`src/rtl/stream_tg_param_if.sv`:
```
// Valid/ready beat stream between the traffic generator and the core under test.
interface stream_tg_param_if #(
  parameter int DATA_W = 64
);
  logic              valid;
  logic              ready;
  logic [DATA_W-1:0] data;
  logic              last;

  modport master (output valid, output data, output last, input ready);
  modport slave  (input valid, input data, input last, output ready);
endinterface

```
`src/rtl/stream_tg_param.sv`:
```
// Burst traffic generator: programmable length, gap, payload mode and burst count,
// with data/last held stable under backpressure.
module stream_tg_param #(
  parameter int DATA_W = 64,
  parameter int LEN_W  = 8,
  parameter int GAP_W  = 8,
  parameter int BCNT_W = 16
) (
  input  logic                  clk,
  input  logic                  reset,
  input  logic                  en,
  input  logic [LEN_W-1:0]      cfg_len,
  input  logic [GAP_W-1:0]      cfg_gap,
  input  logic                  cfg_mode,
  input  logic [BCNT_W-1:0]     cfg_bursts,
  stream_tg_param_if.master     m_axi,
  output logic                  busy,
  output logic                  done
);

  localparam int PW = DATA_W - 32;

  typedef enum logic [1:0] {IDLE, SEND, GAP, DONE} state_t;

  state_t              state;
  logic                valid_q, last_q;
  logic [DATA_W-1:0]   data_q;
  logic [LEN_W-1:0]    len_q, beat_idx;
  logic [GAP_W-1:0]    gap_q, gap_cnt;
  logic                mode_q;
  logic [BCNT_W-1:0]   bursts_q, burst_idx;
  logic [PW-1:0]       inc_q;
  logic [31:0]         lfsr_q;

  logic                xfer, is_last, final_burst, gap_hit, start_burst;
  logic [PW-1:0]       inc_n;
  logic [31:0]         lfsr_n;
  logic [LEN_W-1:0]    beat_n;
  logic [BCNT_W-1:0]   burst_n;
  logic [DATA_W-1:0]   start_data;

  function automatic logic [DATA_W-1:0] pack_beat(
    input logic              sel_lfsr,
    input logic [PW-1:0]     cnt,
    input logic [31:0]       lf,
    input logic [LEN_W-1:0]  beat,
    input logic [BCNT_W-1:0] burst
  );
    logic [PW-1:0] pl;
    pl = sel_lfsr ? PW'(lf) : cnt;
    return {pl, 16'(beat), 16'(burst)};
  endfunction

  always_comb begin
    xfer        = valid_q && m_axi.ready;
    is_last     = (beat_idx == len_q);
    inc_n       = inc_q + PW'(1);
    lfsr_n      = {1'b0, lfsr_q[31:1]} ^ (lfsr_q[0] ? 32'h8020_0003 : 32'h0);
    beat_n      = beat_idx + LEN_W'(1);
    burst_n     = burst_idx + BCNT_W'(1);
    final_burst = (bursts_q != '0) && (burst_n == bursts_q);
    gap_hit     = (gap_cnt + GAP_W'(1)) == gap_q;
    start_burst = ((state == IDLE) && en) ||
                  ((state == GAP) && en && gap_hit) ||
                  ((state == SEND) && xfer && is_last && !final_burst && en && (gap_q == '0));
    // A back-to-back start sees the generators and burst index already advanced by this transfer.
    start_data  = pack_beat(cfg_mode, xfer ? inc_n : inc_q, xfer ? lfsr_n : lfsr_q,
                            '0, xfer ? burst_n : burst_idx);
  end

  always_ff @(posedge clk) begin
    if (!reset) begin
      state     <= IDLE;
      valid_q   <= 1'b0;
      last_q    <= 1'b0;
      data_q    <= '0;
      busy      <= 1'b0;
      done      <= 1'b0;
      len_q     <= '0;
      gap_q     <= '0;
      mode_q    <= 1'b0;
      bursts_q  <= '0;
      beat_idx  <= '0;
      burst_idx <= '0;
      gap_cnt   <= '0;
      inc_q     <= PW'(1);
      lfsr_q    <= 32'hFFFF_FFFF;
    end else begin
      done <= 1'b0;
      case (state)
        IDLE: ;
        SEND: begin
          if (xfer) begin
            inc_q  <= inc_n;
            lfsr_q <= lfsr_n;
            if (is_last) begin
              burst_idx <= burst_n;
              beat_idx  <= '0;
              valid_q   <= 1'b0;
              last_q    <= 1'b0;
              if (final_burst) begin
                done  <= 1'b1;
                busy  <= 1'b0;
                state <= DONE;
              end else if (!en) begin
                busy  <= 1'b0;
                state <= IDLE;
              end else begin
                gap_cnt <= '0;
                state   <= GAP;
              end
            end else begin
              beat_idx <= beat_n;
              data_q   <= pack_beat(mode_q, inc_n, lfsr_n, beat_n, burst_idx);
              last_q   <= (beat_n == len_q);
            end
          end
        end
        GAP: begin
          if (!en) begin
            busy  <= 1'b0;
            state <= IDLE;
          end else begin
            gap_cnt <= gap_cnt + GAP_W'(1);
          end
        end
        DONE: begin
          if (!en) begin
            burst_idx <= '0;
            state     <= IDLE;
          end
        end
        default: state <= IDLE;
      endcase

      // Burst start overrides whatever the case above chose for this cycle.
      if (start_burst) begin
        len_q    <= cfg_len;
        gap_q    <= cfg_gap;
        mode_q   <= cfg_mode;
        if (state == IDLE) bursts_q <= cfg_bursts;
        beat_idx <= '0;
        valid_q  <= 1'b1;
        data_q   <= start_data;
        last_q   <= (cfg_len == '0);
        busy     <= 1'b1;
        state    <= SEND;
      end
    end
  end

  assign m_axi.valid = valid_q;
  assign m_axi.data  = data_q;
  assign m_axi.last  = last_q;

endmodule

```
`src/flat_wrapper.sv`:
```
// flat-port wrapper written by rule: the top's interface ports become plain ports
module stream_tg_param_flat 
#(
  parameter int DATA_W = 64,
  parameter int LEN_W  = 8,
  parameter int GAP_W  = 8,
  parameter int BCNT_W = 16
)
  (clk, reset, en, cfg_len, cfg_gap, cfg_mode, cfg_bursts, busy, done, m_axi_valid, m_axi_data, m_axi_last, m_axi_ready);
  stream_tg_param_if #(.DATA_W(DATA_W)) m_axi_i ();
  input  logic clk;
  input  logic reset;
  input  logic en;
  input  logic [LEN_W-1:0] cfg_len;
  input  logic [GAP_W-1:0] cfg_gap;
  input  logic cfg_mode;
  input  logic [BCNT_W-1:0] cfg_bursts;
  output logic busy;
  output logic done;
  output wire logic [$bits(m_axi_i.valid)-1:0] m_axi_valid;
  output wire logic [$bits(m_axi_i.data)-1:0] m_axi_data;
  output wire logic [$bits(m_axi_i.last)-1:0] m_axi_last;
  input wire logic [$bits(m_axi_i.ready)-1:0] m_axi_ready;
  assign m_axi_valid = m_axi_i.valid;
  assign m_axi_data = m_axi_i.data;
  assign m_axi_last = m_axi_i.last;
  assign m_axi_i.ready = m_axi_ready;
  stream_tg_param #(.DATA_W(DATA_W), .LEN_W(LEN_W), .GAP_W(GAP_W), .BCNT_W(BCNT_W)) u_core (.clk(clk), .reset(reset), .en(en), .cfg_len(cfg_len), .cfg_gap(cfg_gap), .cfg_mode(cfg_mode), .cfg_bursts(cfg_bursts), .m_axi(m_axi_i), .busy(busy), .done(done));
endmodule
```
`config.mk`:
```
export PLATFORM = sky130hd
export DESIGN_NAME = stream_tg_param_flat
export DESIGN_NICKNAME = d
export VERILOG_FILES = /design/src/rtl/stream_tg_param_if.sv /design/src/rtl/stream_tg_param.sv /design/src/flat_wrapper.sv
export SDC_FILE = /design/constraint.sdc
export NUM_CORES = 1
export LEC_CHECK = 0
export CORE_ASPECT_RATIO = 1.5
export CORE_MARGIN = 2
export CORE_UTILIZATION = 40
export CTS_BUF_LIST = sky130_fd_sc_hd__clkbuf_8
export CTS_CLUSTER_DIAMETER = 80
export CTS_CLUSTER_SIZE = 24
export DETAILED_ROUTE_END_ITERATION = 8
export PLACE_DENSITY = 0.63
export SYNTH_ARGS = -nofsm -noshare
export SYNTH_HDL_FRONTEND = slang
export SYNTH_SLANG_ARGS = --single-unit
```
`constraint.sdc`:
```
create_clock -name clk -period 7.6 [get_ports clk]
set_input_delay 1.52 -clock clk [delete_from_list [all_inputs] [get_ports clk]]
set_output_delay 1.52 -clock clk [all_outputs]
set_load 0.005 [all_outputs]
```
==> results of run 1 <==
==> logic make-up after synthesis <==
group	after synthesis
simple gates	671
compound gates	337
xor+xnor	134
mux	14
flops	191
fa+ha+maj	8
other cells	1
buf+inv	152
==> cells in the mapped netlist, types with 8 or more instances <==
library cell | instances | share of area, %
buf_4 | 11 | 0.74
o21ai_0 | 77 | 3.5
dfxtp_1 | 191 | 34
buf_1 | 14 | 0.47
nor2_1 | 138 | 4.6
a31oi_1 | 10 | 0.56
nor3_1 | 35 | 1.6
mux2i_1 | 11 | 0.99
and3_1 | 28 | 1.6
nand4_1 | 18 | 1.0
inv_1 | 19 | 0.64
o22ai_1 | 11 | 0.62
a21oi_1 | 140 | 6.3
nor4_1 | 20 | 1.1
or3_1 | 29 | 1.6
nand3_1 | 84 | 3.8
o21a_1 | 9 | 0.61
clkbuf_1 | 81 | 2.7
o221ai_1 | 12 | 0.94
buf_2 | 19 | 0.85
xor2_1 | 61 | 4.8
ha_1 | 8 | 0.90
xnor2_1 | 73 | 5.7
nand2_1 | 262 | 8.8
a211oi_1 | 27 | 1.8
==> power groups by stage <==
stage	Clock [W]	Combinational, W	Sequential [W]
finish	0.000726	0.000329	0.00109
CTS	0.000742	0.000330	0.00109
detailed placement	0	0.000329	0.00111
global route	0.000777	0.000361	0.00109
floorplan	0	0.000209	0.00109
global placement	0	0.000325	0.00111
==> routing by layer <==
metal	share of wire, %	up-vias
met4	2.3	0
met5	0	-
met3	4.0	44
li1	-	5252
met2	52	273
met1	42	5081
==> flip-flops by register name (all words and copies together) (netlist names), 2 cells and up <==
| name | count |
|---|---|
| u_core.inc_q | 32 |
| u_core.state | 2 |
| u_core.lfsr_q | 32 |
| u_core.len_q | 8 |
| u_core.bursts_q | 16 |
| u_core.gap_q | 8 |
| u_core.m_axi.data | 56 |
| u_core.gap_cnt | 8 |
| u_core.beat_idx | 8 |
| u_core.burst_idx | 16 |
==> area by class of cell <==
type | instances | area share, %
clock buffers | 18 | 1.98
clock inverters | 14 | 1.33
inverters | 20 | 0.609
multi-input cells | 1172 | 53.4
flip-flops and latches | 191 | 30.5
well taps | 342 | 3.41
repair buffers | 115 | 8.76
==> tightest hold or removal path, delay by kind of cell, from the launching register on <==
kind	cells	cell delay (ns)
simple gates	1	0.06
compound gates	1	0.05
flops	1	0.33
==> worst max path at each step <==
stage,slack [ns],endpoint,from,depth (start not counted)
final,2.82,u_core.m_axi.data[23],u_core.burst_idx[1],11
after global routing,2.49,u_core.m_axi.data[21],u_core.burst_idx[1],11
after CTS,2.86,u_core.m_axi.data[23],u_core.burst_idx[1],11
after detailed placement,2.52,u_core.m_axi.data[7],m_axi_ready,10
after global placement,2.60,u_core.m_axi.data[7],m_axi_ready,10
after floorplan,4.36,u_core.m_axi.data[61],u_core.burst_idx[0],12
==> placed cells by master (no fill, tap or decap), drive strengths merged, types with 18 or more instances in the layout <==
cell type	synthesis	layout
a211oi	28	28
a21oi	141	141
and3	28	28
buf	50	20
clkbuf	82	18
clkdlybuf4s50	0	95
dfxtp	191	191
inv	19	21
nand2	263	263
nand3	86	86
nand4	19	19
nor2	138	138
nor3	37	37
nor4	24	24
o21ai	78	78
or3	29	29
xnor2	73	73
xor2	61	61
==> stage by stage <==
step / util (%) / total power, W
finish: 45.9 / 0.00214
global route: 45.9 / 0.00223
CTS: 45.9 / 0.00216
detailed placement: 44.4 / 0.00144
global placement: 44.4 / 0.00143
floorplan: - / 0.00130
==> run metrics, run 1 <==
num rows=74; Post-synth EDFFs=0; worst reg2reg path endpoint=u_core.m_axi.data[23]; synthesized area per cell=7.40 um^2; initial antenna violation count=0; combinational cell fraction of total power=about 15%; CTS Hold Bufs=0; R2R Setup Slk=2.82 ns; Crit. End Element=register; unrepaired setup endpoints after global routing=no; critical path class=reg2reg; CTS Buf Count=17; GRT met2 Usage=40.7%; WHS Endpoint=u_core.m_axi.data[17]; Leak=around 4.5 nW; max_cap viols=0; Synth Area in Simple Gates=between 20% and 30%; Tcrit/Tclk final=between 60% and 70%; met1 usage=27.5%; first-pass detailed-route iteration total=5; Setup WS pre-CTS=2.52 ns; vias in the first global route=10,000; placed cells=1,840; final net count=1,562; worst reg2reg path depth=11; reg-to-reg startpoint=u_core.burst_idx[1]; vias per inst=5.69; largest net degree at the start of global routing=80; Critical Path AT=5.21 ns; adder-cell share of the synthesized area=0.897%; worst min path class=reg2reg; Clock power frac=about a third; crit-path cells=ha_1 > nand3_2 > nor4_2 > xnor2_1 > nor2_1 > or4_4 > o31ai_4 > a21o_2 > buf_4 > nand2_2 > a211oi_1; Main synth FF type=dfxtp_1; Global Route Usage Sum=22.7%; status=finished, final reports clean; Routed WL per cell=17.7 um; clk slew on worst S/H paths=0.10 ns; Hold Path Stages=2; chip height=roughly 210 um; Post-synth ARST share=0%; WHS=around 0.48 ns; Clock H-tree levels=4; die area=roughly 0.029 mm^2; fin worst setup slack=2.82 ns; data required time at the worst endpoint=8.03 ns; gr ovfl total=0; I/O pin cnt=105; Int Power=0.00152 W; crit start category=register; CTS Buffer Depth=2; Most Crowded Layer GR=met2; post-cts gate resize count=0; max-slew violations=0; Sw Ratio=29.2%; fin area=approximately 0.013 mm^2; post-synth cell types=79; initial DRC count=794; detailed placement HPWL=22,300 um; DP Area=roughly 0.012 mm^2; clock sink total=191; Core Footprint=0.0273 mm^2; final setup vio count=0; fraction of layout cells with a size suffix above 1=5.23%; Die X-Extent=between 100 and 150 um; Max Freq=209 MHz; Slew @ Worst Pin=between 1 and 1.5 ns; headroom to the max-slew limit=28.2%; NetSw=approximately 0.00063 W; CTS tree=built; crit path time final=4.78 ns; CP delay by family, top=simple AND/OR/NAND/NOR gates; register area share after synthesis=34.3%; clock skew=between 0.01 and 0.015 ns; CP peak stage delay=0.76 ns; aggregate routed wire length=33,100 um; post-synthesis cell area=0.0112 mm^2; DRC errors left=0; Final Hold Fails=0; largest family of logic cells by synthesized area=simple AND/OR/NAND/NOR gates; Compound-Gate Fraction of Synth Area=18.5%; IO Port Bufs=96; global-route wire length before repair=53,700 um; Bufs and invs on worst path=1; Clock Latency Late Sink=0.51 ns; Synth Warn #=0; initial core utilization=40.8%; Setup TNS=0 ns; Cell Pwr Density=between 150 and 200 mW/mm^2; Gate Count Post-Synth=1,508; Area Overhead vs Synth=12.4%; sequential power share=about 50%; worst-path maximum fanout=43; Slowest-stage cell, CP=nor4_2; root buf cell=clkbuf_8; setup repair bufs after CTS=0; DRT antenna net count=0; footprint of the multi-input gates=0.00670 mm^2; mux cell area share after synthesis=under 10%; flop and latch count out of synthesis=191; vias after detailed routing=10,700; post-synthesis xor/xnor area fraction=10.5%; gpl congestion=0.861; Hold Crit Start=u_core.m_axi.data[17]; n_diodes=0; Final Non-Filler Cells=1,872; Reg area=0.00382 mm^2; met3 Usage GRT=about 3.4%; Fillers=2,723; Peak VDD IR=0.123 mV
No activity file was read; power rests on OpenSTA's default activity.
==> run 2, diff against run 1 <==
- clock period: 7.6 -> 4.7 ns (I/O delays scaled with it)
==> run metrics, run 2 (synthesized netlist as in run 1, its figures left out) <==
CTS Buf Count=17 (unchanged); fin area=0.0126 mm^2 (+0.88%); die area=0.0293 mm^2 (unchanged); worst reg2reg path endpoint=u_core.m_axi.data[18]; Final Non-Filler Cells=1,881 (+0.48%); Slowest-stage cell, CP=or4_4; fraction of layout cells with a size suffix above 1=5.59% (+0.36 points); setup repair bufs after CTS=0 (unchanged); CTS Hold Bufs=0 (unchanged); clock skew=0.0143 ns (-0.000234 ns); Setup TNS=0 ns (unchanged); WHS Endpoint=u_core.m_axi.data[17]; footprint of the multi-input gates=0.00670 mm^2 (unchanged); initial antenna violation count=0 (unchanged); Hold Path Stages=2 (unchanged); n_diodes=0 (unchanged); CP peak stage delay=0.56 ns (-0.20 ns); combinational cell fraction of total power=15.8% (+0.4 points); placed cells=1,849 (+0.49%); root buf cell=clkbuf_8; Final Hold Fails=0 (unchanged); Leak=4.60 nW (+1.9%); final setup vio count=0 (unchanged); final net count=1,571 (+0.58%); Clock power frac=33.2% (-0.7 points); Int Power=0.00247 W (+63%); Sw Ratio=28.4% (-0.85 points); worst min path class=reg2reg; first-pass detailed-route iteration total=5 (unchanged); global-route wire length before repair=54,400 um (+1.4%); Global Route Usage Sum=23.2% (+0.51 points); Die X-Extent=140 um (unchanged); headroom to the max-slew limit=40.9% (+13 points); clk slew on worst S/H paths=0.10 ns (about the same); Cell Pwr Density=273 mW/mm^2 (+60%); DRT antenna net count=0 (unchanged); unrepaired setup endpoints after global routing=no; largest net degree at the start of global routing=76 (-5.0%); DP Area=0.0122 mm^2 (+0.97%); aggregate routed wire length=34,100 um (+2.9%); Peak VDD IR=0.178 mV (+45%); vias per inst=5.74 (+0.89%); Routed WL per cell=18.1 um (+2.4%); commonest cells after routing, fill and taps aside=nand2_1, dfxtp_1, a21oi_1; max_cap viols=0 (unchanged); IO Port Bufs=96 (unchanged); Crit. End Element=register; critical path class=reg2reg; vias in the first global route=10,300 (+2.1%); gr ovfl total=0 (unchanged); chip height=209 um (unchanged); Reg area=0.00382 mm^2 (unchanged); CTS tree=built; DRC errors left=0 (unchanged); clock sink total=191 (unchanged); Clock Latency Late Sink=0.51 ns (about the same); gpl congestion=0.912 (+5.9%); met3 Usage GRT=4.35% (+0.94 points); max reg flops=56 (unchanged); num rows=74 (unchanged); worst-path maximum fanout=52 (+21%); R2R Setup Slk=0.75 ns (-2.07 ns); crit path time final=3.95 ns (-0.827 ns); commonest non-fill, non-tap cell in the layout=nand2_1; status=finished, final reports clean; data required time at the worst endpoint=5.11 ns (-2.92 ns); Max Freq=253 MHz (+21%); Most Crowded Layer GR=met2; Critical Path AT=4.36 ns (-0.85 ns); Clock H-tree levels=4 (unchanged); initial DRC count=869 (+9.4%); Fillers=2,742 (+0.70%); detailed placement HPWL=23,200 um (+4.4%); post-cts gate resize count=0 (unchanged); vias after detailed routing=10,800 (+1.4%); CTS Buffer Depth=2 (unchanged); Area Overhead vs Synth=13.4%; NetSw=0.000979 W (+56%); met1 usage=26.1% (-1.4 points); sequential power share=51.0% (+0.3 points); GRT met2 Usage=41.6% (+0.93 points); initial core utilization=40.8% (unchanged); crit start category=register; Slew @ Worst Pin=0.886 ns (-0.187 ns); Core Footprint=0.0273 mm^2 (unchanged); reg-to-reg startpoint=u_core.burst_idx[0]; I/O pin cnt=105 (unchanged); Tcrit/Tclk final=84.1% (+21 points); crit-path cells=ha_1 > nand3_2 > nor4_2 > buf_4 > xnor2_1 > nor2_1 > or4_4 > o31ai_4 > a21o_2 > buf_12 > nand2_2 > a211oi_1; worst reg2reg path depth=12 (+1); max-slew violations=0 (unchanged); Hold Crit Start=u_core.m_axi.data[17]
[run 2: cell count changes in the layout (fill, tap and decap cells not counted)]
cell / change
buf_12: +4
inv_6: -2
buf_4: +5
clkinv_4: -2
bufinv_16: -1
clkbuf_8: +5
clkinvlp_4: -3
inv_1: +3
[run 2: how the worst max path moves through the flow]
stage	start	end	slack (ns)	cells past startpoint
5_1_grt	u_core.burst_idx[0]	u_core.m_axi.data[21]	0.51	12
6_report	u_core.burst_idx[0]	u_core.m_axi.data[18]	0.75	12
4_1_cts	u_core.burst_idx[0]	u_core.m_axi.data[23]	0.82	12
3_5_place_dp	u_core.burst_idx[0]	u_core.m_axi.data[23]	0.85	12
2_1_floorplan	u_core.burst_idx[0]	u_core.m_axi.data[61]	1.46	12
3_3_place_gp	u_core.burst_idx[0]	u_core.m_axi.data[18]	0.90	12
[run 2: metal layers]
layer  vias to the layer above  routed length, um
met1                      5105              13600
li1                       5271                  -
met4                         0               1410
met2                       341              17200
met5                         -                  0
met3                        79               1860
[run 2: critical path: cells and delay by family (launching register included)]
kind | cells | cell delay, ns
xor gates and xnor gates | 1 | 0.12
and+or+nand+nor | 5 | 1.47
DFF | 1 | 0.51
buffers and inverters | 2 | 0.46
adders and majority gates | 1 | 0.39
AOI/OAI and AO/OA | 3 | 0.88
[run 2: metrics by stage]
stage               worst slack, ns  utilization, %  hold WS [ns]  total power [W]
floorplan                      1.46               -         0.448          0.00210
global placement              0.904            44.8         0.458          0.00233
detailed placement            0.847            44.8         0.461          0.00234
CTS                           0.818            46.3         0.474          0.00348
global route                  0.505            46.3         0.501          0.00359
finish                        0.749            46.3         0.475          0.00345
[run 2: area by class of cell]
class	count	share of cell area (%)
clock buffers	23	2.50
clock inverters	9	0.712
inverters	20	0.603
multi-input cells	1172	52.9
flip-flops and latches	191	30.2
well taps	342	3.38
repair buffers	124	9.61
[run 2: power groups by stage]
stage | combinational [W] | clock, W | sequential (W)
floorplan | 0.000338 | 0 | 0.00177
finish | 0.000544 | 0.00115 | 0.00176
global route | 0.000594 | 0.00123 | 0.00177
global placement | 0.000538 | 0 | 0.00180
CTS | 0.000545 | 0.00117 | 0.00176
detailed placement | 0.000542 | 0 | 0.00180
